==> src/rtl/alu_pkg.sv <==
`default_nettype none
// +------------------------------------------------------------------+
// | alu_pkg : shared types for the ALU logic-unit sequencer           |
// | Rev 1.0                                                          |
// +------------------------------------------------------------------+
package alu_pkg;

  localparam int ALU_WIDTH = 16;

  typedef enum logic [1:0] {
    OP_OR   = 2'b00,
    OP_NOR  = 2'b01,
    OP_XOR  = 2'b10,
    OP_XNOR = 2'b11
  } lu_op_t;

  typedef enum logic [1:0] {
    IDLE  = 2'b00,
    DRIVE = 2'b01,
    RESP  = 2'b10
  } seq_state_t;

endpackage
`default_nettype wire

==> src/rtl/logic_op_sequencer_settle_timer.sv <==
`default_nettype none
// +------------------------------------------------------------------+
// | settle_timer : load/count-down timer, done when the count is zero |
// | Rev 1.0                                                          |
// +------------------------------------------------------------------+
module settle_timer #(
  parameter int SETTLE_CYCLES = 1
) (
  input  logic clk,
  input  logic reset,
  input  logic load_i,
  input  logic dec_i,
  output logic done_o
);

  localparam int CW = (SETTLE_CYCLES < 1) ? 1 : $clog2(SETTLE_CYCLES + 1);
  localparam logic [CW-1:0] LOAD_VAL = CW'(SETTLE_CYCLES - 1);

  if (SETTLE_CYCLES < 1) begin : g_bad_settle
    $error("settle_timer: SETTLE_CYCLES must be at least 1");
  end

  logic [CW-1:0] cnt_q, cnt_d;

  // Saturates at zero; the sequencer never asks for a decrement past it.
  always_comb begin
    cnt_d = cnt_q;
    if (load_i) begin
      cnt_d = LOAD_VAL;
    end else if (dec_i && (cnt_q != '0)) begin
      cnt_d = cnt_q - 1'b1;
    end
  end

  always_ff @(posedge clk) begin
    if (reset) begin
      cnt_q <= '0;
    end else begin
      cnt_q <= cnt_d;
    end
  end

  assign done_o = (cnt_q == '0);

endmodule
`default_nettype wire

==> src/rtl/logic_op_sequencer.sv <==
`default_nettype none
// +------------------------------------------------------------------+
// | logic_op_sequencer : drives the 16-bit logic unit, captures result |
// | Optional operand chaining via macro LOGIC_SEQ_CHAIN_EN. Rev 1.0   |
// +------------------------------------------------------------------+
module logic_op_sequencer
  import alu_pkg::*;
#(
  parameter int WIDTH         = ALU_WIDTH,
  parameter int SETTLE_CYCLES = 1
) (
  input  logic             clk,
  input  logic             reset,
  input  logic             cmd_valid,
  output logic             cmd_ready,
  input  logic [1:0]       cmd_op,
  input  logic [WIDTH-1:0] cmd_a,
  input  logic [WIDTH-1:0] cmd_b,
`ifdef LOGIC_SEQ_CHAIN_EN
  input  logic             cmd_chain,
`endif
  output logic [WIDTH-1:0] lu_a,
  output logic [WIDTH-1:0] lu_b,
  input  logic [WIDTH-1:0] lu_or,
  input  logic [WIDTH-1:0] lu_nor,
  input  logic [WIDTH-1:0] lu_xor,
  input  logic [WIDTH-1:0] lu_xnor,
  output logic             rsp_valid,
  input  logic             rsp_ready,
  output logic [WIDTH-1:0] rsp_data,
  output logic             rsp_zero,
  output logic             rsp_parity
);

  seq_state_t       state_q, state_d;
  lu_op_t           op_q, op_d;
  logic [WIDTH-1:0] lu_a_q, lu_a_d, lu_b_q, lu_b_d;
  logic [WIDTH-1:0] rsp_data_q, rsp_data_d;
  logic             zero_q, zero_d, parity_q, parity_d;
  logic             rsp_valid_q, rsp_valid_d;
  logic             cmd_ready_q, cmd_ready_d;
  logic             timer_load, timer_dec, timer_done;
  logic [WIDTH-1:0] sel_result;
  logic [WIDTH-1:0] a_src;
`ifdef LOGIC_SEQ_CHAIN_EN
  logic [WIDTH-1:0] last_q, last_d;
  assign a_src = cmd_chain ? last_q : cmd_a;
`else
  assign a_src = cmd_a;
`endif

  settle_timer #(
    .SETTLE_CYCLES(SETTLE_CYCLES)
  ) u_settle_timer (
    .clk    (clk),
    .reset  (reset),
    .load_i (timer_load),
    .dec_i  (timer_dec),
    .done_o (timer_done)
  );

  always_comb begin
    sel_result = lu_or;
    case (op_q)
      OP_OR:   sel_result = lu_or;
      OP_NOR:  sel_result = lu_nor;
      OP_XOR:  sel_result = lu_xor;
      OP_XNOR: sel_result = lu_xnor;
      default: sel_result = lu_or;
    endcase
  end

  always_comb begin
    state_d     = state_q;
    op_d        = op_q;
    lu_a_d      = lu_a_q;
    lu_b_d      = lu_b_q;
    rsp_data_d  = rsp_data_q;
    zero_d      = zero_q;
    parity_d    = parity_q;
    rsp_valid_d = rsp_valid_q;
    timer_load  = 1'b0;
    timer_dec   = 1'b0;
`ifdef LOGIC_SEQ_CHAIN_EN
    last_d      = last_q;
`endif
    case (state_q)
      IDLE: begin
        if (cmd_valid && cmd_ready_q) begin
          lu_a_d     = a_src;
          lu_b_d     = cmd_b;
          op_d       = lu_op_t'(cmd_op);
          timer_load = 1'b1;
          state_d    = DRIVE;
        end
      end
      DRIVE: begin
        if (timer_done) begin
          rsp_data_d  = sel_result;
          zero_d      = (sel_result == '0);
          parity_d    = ^sel_result;
          rsp_valid_d = 1'b1;
          state_d     = RESP;
        end else begin
          timer_dec = 1'b1;
        end
      end
      RESP: begin
        if (rsp_ready) begin
          rsp_valid_d = 1'b0;
          state_d     = IDLE;
`ifdef LOGIC_SEQ_CHAIN_EN
          last_d      = rsp_data_q;
`endif
        end
      end
      default: state_d = IDLE;
    endcase
    // Ready is registered, so it reflects where the FSM is heading.
    cmd_ready_d = (state_d == IDLE);
  end

  always_ff @(posedge clk) begin
    if (reset) begin
      state_q     <= IDLE;
      op_q        <= OP_OR;
      lu_a_q      <= '0;
      lu_b_q      <= '0;
      rsp_data_q  <= '0;
      zero_q      <= 1'b0;
      parity_q    <= 1'b0;
      rsp_valid_q <= 1'b0;
      cmd_ready_q <= 1'b0;
`ifdef LOGIC_SEQ_CHAIN_EN
      last_q      <= '0;
`endif
    end else begin
      state_q     <= state_d;
      op_q        <= op_d;
      lu_a_q      <= lu_a_d;
      lu_b_q      <= lu_b_d;
      rsp_data_q  <= rsp_data_d;
      zero_q      <= zero_d;
      parity_q    <= parity_d;
      rsp_valid_q <= rsp_valid_d;
      cmd_ready_q <= cmd_ready_d;
`ifdef LOGIC_SEQ_CHAIN_EN
      last_q      <= last_d;
`endif
    end
  end

  assign cmd_ready  = cmd_ready_q;
  assign lu_a       = lu_a_q;
  assign lu_b       = lu_b_q;
  assign rsp_valid  = rsp_valid_q;
  assign rsp_data   = rsp_data_q;
  assign rsp_zero   = zero_q;
  assign rsp_parity = parity_q;

endmodule
`default_nettype wire

==> config.mk <==
export PLATFORM = sky130hd
export DESIGN_NAME = logic_op_sequencer
export DESIGN_NICKNAME = d
export VERILOG_FILES = /design/src/rtl/alu_pkg.sv /design/src/rtl/logic_op_sequencer_settle_timer.sv /design/src/rtl/logic_op_sequencer.sv
export SDC_FILE = /design/constraint.sdc
export NUM_CORES = 1
export LEC_CHECK = 0
export ABC_AREA = 1
export CORE_MARGIN = 8
export CORE_UTILIZATION = 28
export CTS_CLUSTER_SIZE = 14
export DETAILED_ROUTE_END_ITERATION = 8
export PLACE_DENSITY = 0.69
export SYNTH_ARGS = -nofsm -noshare
export SYNTH_HDL_FRONTEND = slang
export SYNTH_SLANG_ARGS = --single-unit
==> constraint.sdc <==
create_clock -name clk -period 2.2 [get_ports clk]
set_clock_uncertainty 0.2 [all_clocks]
set_input_delay 0.22 -clock clk [delete_from_list [all_inputs] [get_ports clk]]
set_output_delay 0.22 -clock clk [all_outputs]
set_load 0.02 [all_outputs]
# After elaboration in Yosys (flattened, before gate mapping)
# Index checks and enable logic that the tools add are counted.
# Widths: inputs -> output; s select.
# op_classes
addsub	1
bitwise	1
muxes	12
eq_ne	7
reduce_logical	12
# op_table
op	count
$pmux 16 s4	1
$logic_not 16->1	1
$reduce_xor 16->1	1
$eq 2x2->1 const B	3
$logic_not 2->1	3
$mux 1	6
$mux 2	3
$pmux 2 s3	1
$eq 2x1->1 const B	2
$ne 2x2->1 const B	2
$reduce_and 2->1	2
$reduce_and 3->1	1
$logic_and 1x1->1	2
$pmux 1 s2	1
$reduce_bool 2->1	1
$reduce_or 2->1	1
$not 1->1	1
$sub 1x1->1 const B	1
# word_totals
output_inout_bits	52
word_cells	43
ff_bits	57
input_bits	102

# Depth between registers and ports, before layout
# logic_depth
word_depth	4
depth_mapped	18
ltp_nobuf	18

# Modules after synthesis
# A second synthesis with hierarchy kept.
# hier_totals
hier_cells	407
area_unflattened_um2	2817.7
# by_module_without_submodules
mod	cells_per_inst	seq_area_each_um2	instances	area_each_um2
logic_op_sequencer	399	1121.1	1	2771.4
settle_timer	8	20.0	1	46.3

# Worst setup path after synthesis
# OpenSTA, ideal clock, no wires.
# synth_timing
path_type	flip-flop to flip-flop
startpoint	reg op_q[0]
endpoint	reg parity_q, in the netlist rsp_parity
setup_ns	0.109
n_path_buf	2
stages_incl_launch_ff	16
period_less_slack_ns	2.107
setup_slack_ns	0.093
arrival_ns	1.798
t_required_ns	1.891
cell_sequence	dfxtp_1 inv_2 nor2_4 buf_6 nand2_1 nand4_1 inv_1 ha_1 buf_2 xor2_1 nand2_1 nand2_1 nand2_1 nand3_1 nand2_1 inv_1
# synth_via
elab_chain_cells	3
word_cells_on_any_way	6
classes_between	eq/ne (3); mux (1); reduce/logical (2)
# synth_rtl
item	line_no	text
start, declared	logic_op_sequencer.sv:36	lu_op_t op_q, op_d;
start signal, assigned	logic_op_sequencer.sv:139	op_q <= op_d;
$eq 2x2->1 (tied with other cells)	logic_op_sequencer.sv:64	case (op_q)
$pmux 16 s4 (*)	logic_op_sequencer.sv:64	
$reduce_xor 16->1 (*)	logic_op_sequencer.sv:101	parity_d = ^sel_result;
end signal, assigned	logic_op_sequencer.sv:144	parity_q <= parity_d;
end, declared	logic_op_sequencer.sv:39	logic zero_q, zero_d, parity_q, parity_d;
# Every way passes the cells marked *; elsewhere a longest branch is shown, timed or not.
# A chain may end at the register's enable or synchronous reset.

# Final worst setup path
# layout_timing
startpoint	reg op_q[1]
endpoint	reg parity_q, in the netlist rsp_parity
# Same word-level chain as after synthesis.

==> metrics.cfg <==
[drt]
drc=0
wire_per_inst_microns=14.2
antenna_left=0
routed_wl_microns=10200
firstDrtPassIters=5
drtIter0Drc=152
viasPerCell=4.52
vias=3251

[worst_setup_path]
cpLargestDelayFamily=simple AND/OR/NAND/NOR gates
crit_buf_inv=4
start_kind=register
crit_top_cell=nand2_1
reg2reg_slack_ns=0.04
critical_path.max_stage_delay_ns=0.40
worstPathRequired_ns=2.29
cp.arrival_ns=2.25
crit_type=reg2reg
cp_max_fo=5
critical_path.slowest_cell=dfxtp_4
endpoint_kind=register
crit_path_cell_trace=inv_4, nor2_4, clkbuf_16, nand2_1, nand4_1, inv_1, ha_4, xor2_1, nand2_1, nand2_1, nand2_1, nand3_1, nand2_1, inv_1

[place]
io_buffer_count=153
gp_congestion=0.863
dp.cells=694
dp_hpwl_microns=7970

[timing]
slew_viol_final=0
rsz0062_at_grt=true
layout_min_cycle_time_ns=2.16
slew_headroom_pct=69.3
min_period_over_period_pct=98.3
tightest_slew_ns=0.458
fmax_mhz=463
hold_viol_final=0
hold-worst-slack_ns=0.271
setup_viol_count_final=0

[synth]
yosysUniqueCellTypes=29
syn_avg_cell_area_sq_um=7.04
syn_area_sq_mm=0.00287
syn_inst=407
yosys_warnings=0
synth_seq_cells=57
ys_seq_area_share_pct=39.8
synth_nets=517

[floorplanning]
rows=37
start_util_pct=28.3
die_h_microns=117
ios=154
coreArea_sq_mm=0.0101
dieArea_sq_mm=0.0137
die_width_microns=117

[final_layout]
stdcell_count=719
fin_nets=688
drive_above_1_share_pct=16.5
fin_util_pct=50.1
areaGrowthSynthToFinish_pct=77.1
diodes=0
fillers=956

[clock_tree]
insertion_delay_ns=0.33
hold_buffers=0
cts.clk_slew.worst_paths_ns=0.07
cts.sink_count=57
cts-root-buf=clkbuf_8
clockBufferDepth=2
cts_buffers=9
cts_tree=yes
cts_max_level=3

[power_and_ir_drop]
power_leakage_nw=2.15
cellPowerDensity_mw_per_mm2=669
vdd_drop_max_v=0.000280

[job]
drv_cap=0

[global_route]
grt_use_total_pct=14.4
grt_pass1_wl_microns=15200
globalRouteOverflowTotal=0
antenna_found_initial=0
grt_pass1_vias=3234
grt_max_degree=34

[outcome]
outcome=complete, no violations

[min_path]
holdCritPathClass=reg2reg

[per-layer routing]
| metal | vias to the layer above | part of all wire, % | track usage [%] |
|---|---|---|---|
| met1 | 1499 | 41 | 15.4 |
| met3 | 12 | 7.9 | 5.18 |
| met2 | 112 | 49 | 25.5 |
| met4 | 0 | 1.4 | 4.86 |
| li1 | 1628 | - | - |
| met5 | - | 0 | 0 |
[cell type report]
type	instances	area [sq um]	share of cell area [%]
Timing Repair Buffer	181	1820	35.8
Multi-Input combinational cell	281	1550	30.6
Sequential cell	57	1150	22.6
Inverter	48	183	3.60
Tap cell	136	170	3.35
Clock buffer	11	151	2.98
Clock inverter	5	53.8	1.06
[stage by stage]
| step | total power, mW | TNS (ns) | setup slack [ns] | area (sq um) |
|---|---|---|---|---|
| global route | 3.61 | -0.0751 | -0.0751 | 5070 |
| detailed placement | 2.24 | -0.0847 | -0.0847 | 4630 |
| CTS | 3.28 | 0 | 0.0274 | 4850 |
| global placement | 2.21 | -0.0172 | -0.0172 | 4630 |
| finish | 3.40 | 0 | 0.0382 | 5070 |
| floorplan | 1.77 | 0 | 0.0930 | 2870 |
[state kept, by name, summed over array words and instances (netlist names)]
signal                flops
rsp_data                 16
rsp_zero                  1
state_q                   2
u_settle_timer.cnt_q      1
op_q                      2
cmd_ready                 1
rsp_valid                 1
lu_b                     16
rsp_parity                1
lu_a                     16
[where the power goes]
part	switching [mW]	internal [mW]
Clock	0.420	0.580
Combinational	0.593	0.656
Sequential	0.0418	1.11
Total	1.06	2.34
[placed cells by master, fill, tap and decap left out, types with 11 or more instances in the layout]
master,count
o21ai_0,35
nand2_1,84
o21ai_1,18
inv_1,31
clkdlybuf4s50_1,153
dfxtp_1,55
buf_4,21
nor2_1,69
inv_2,16
o21a_1,15
clkbuf_8,11
[repair_timing]
action,CTS,global route
cloned,0,1
setup endpoints to repair,1,1
buffers inserted,0,8
pin swaps,0,20
gates resized for setup,3,40
[worst reg2reg max path: cells and delay by family, from the launching register on]
family,cells,cell delay (ns)
adders and majority gates,1,0.32
buffers and inverters,4,0.37
xor gates and xnor gates,1,0.18
and+or+nand+nor,8,0.66
DFF,1,0.40
[kinds of logic after synthesis]
logic type / count (synthesis) / share of synthesized area [%]
compound gates: 77 / 15.2
xor+xnor: 6 / 1.83
fa+ha+maj: 8 / 3.49
buf+inv: 69 / 10.9
flops: 57 / 39.8
simple gates: 190 / 28.8
[final timing paths]
kind | start | to | cells past startpoint
setup / recovery | op_q[1] | rsp_parity | 14
hold / removal | rsp_valid | rsp_valid | 2
setup reg to reg | op_q[1] | rsp_parity | 14
hold reg to reg | rsp_valid | rsp_valid | 2
[Yosys cell counts, drive strengths merged]
master,number,area [sq um]
nand2,93,352
nor2,74,298
dfxtp,57,1140
o21ai,53,265
inv,48,180
nand4,15,131
o21a,15,113
buf,14,101
ha,8,100
a21oi,7,38.8
clkbuf,7,30.0
nand3,6,35.0
xnor2,4,35.0
nor3,2,10.0
xor2,2,17.5
o211a,1,10.0
o31ai,1,7.51
Power figures use the tool's default switching activity.
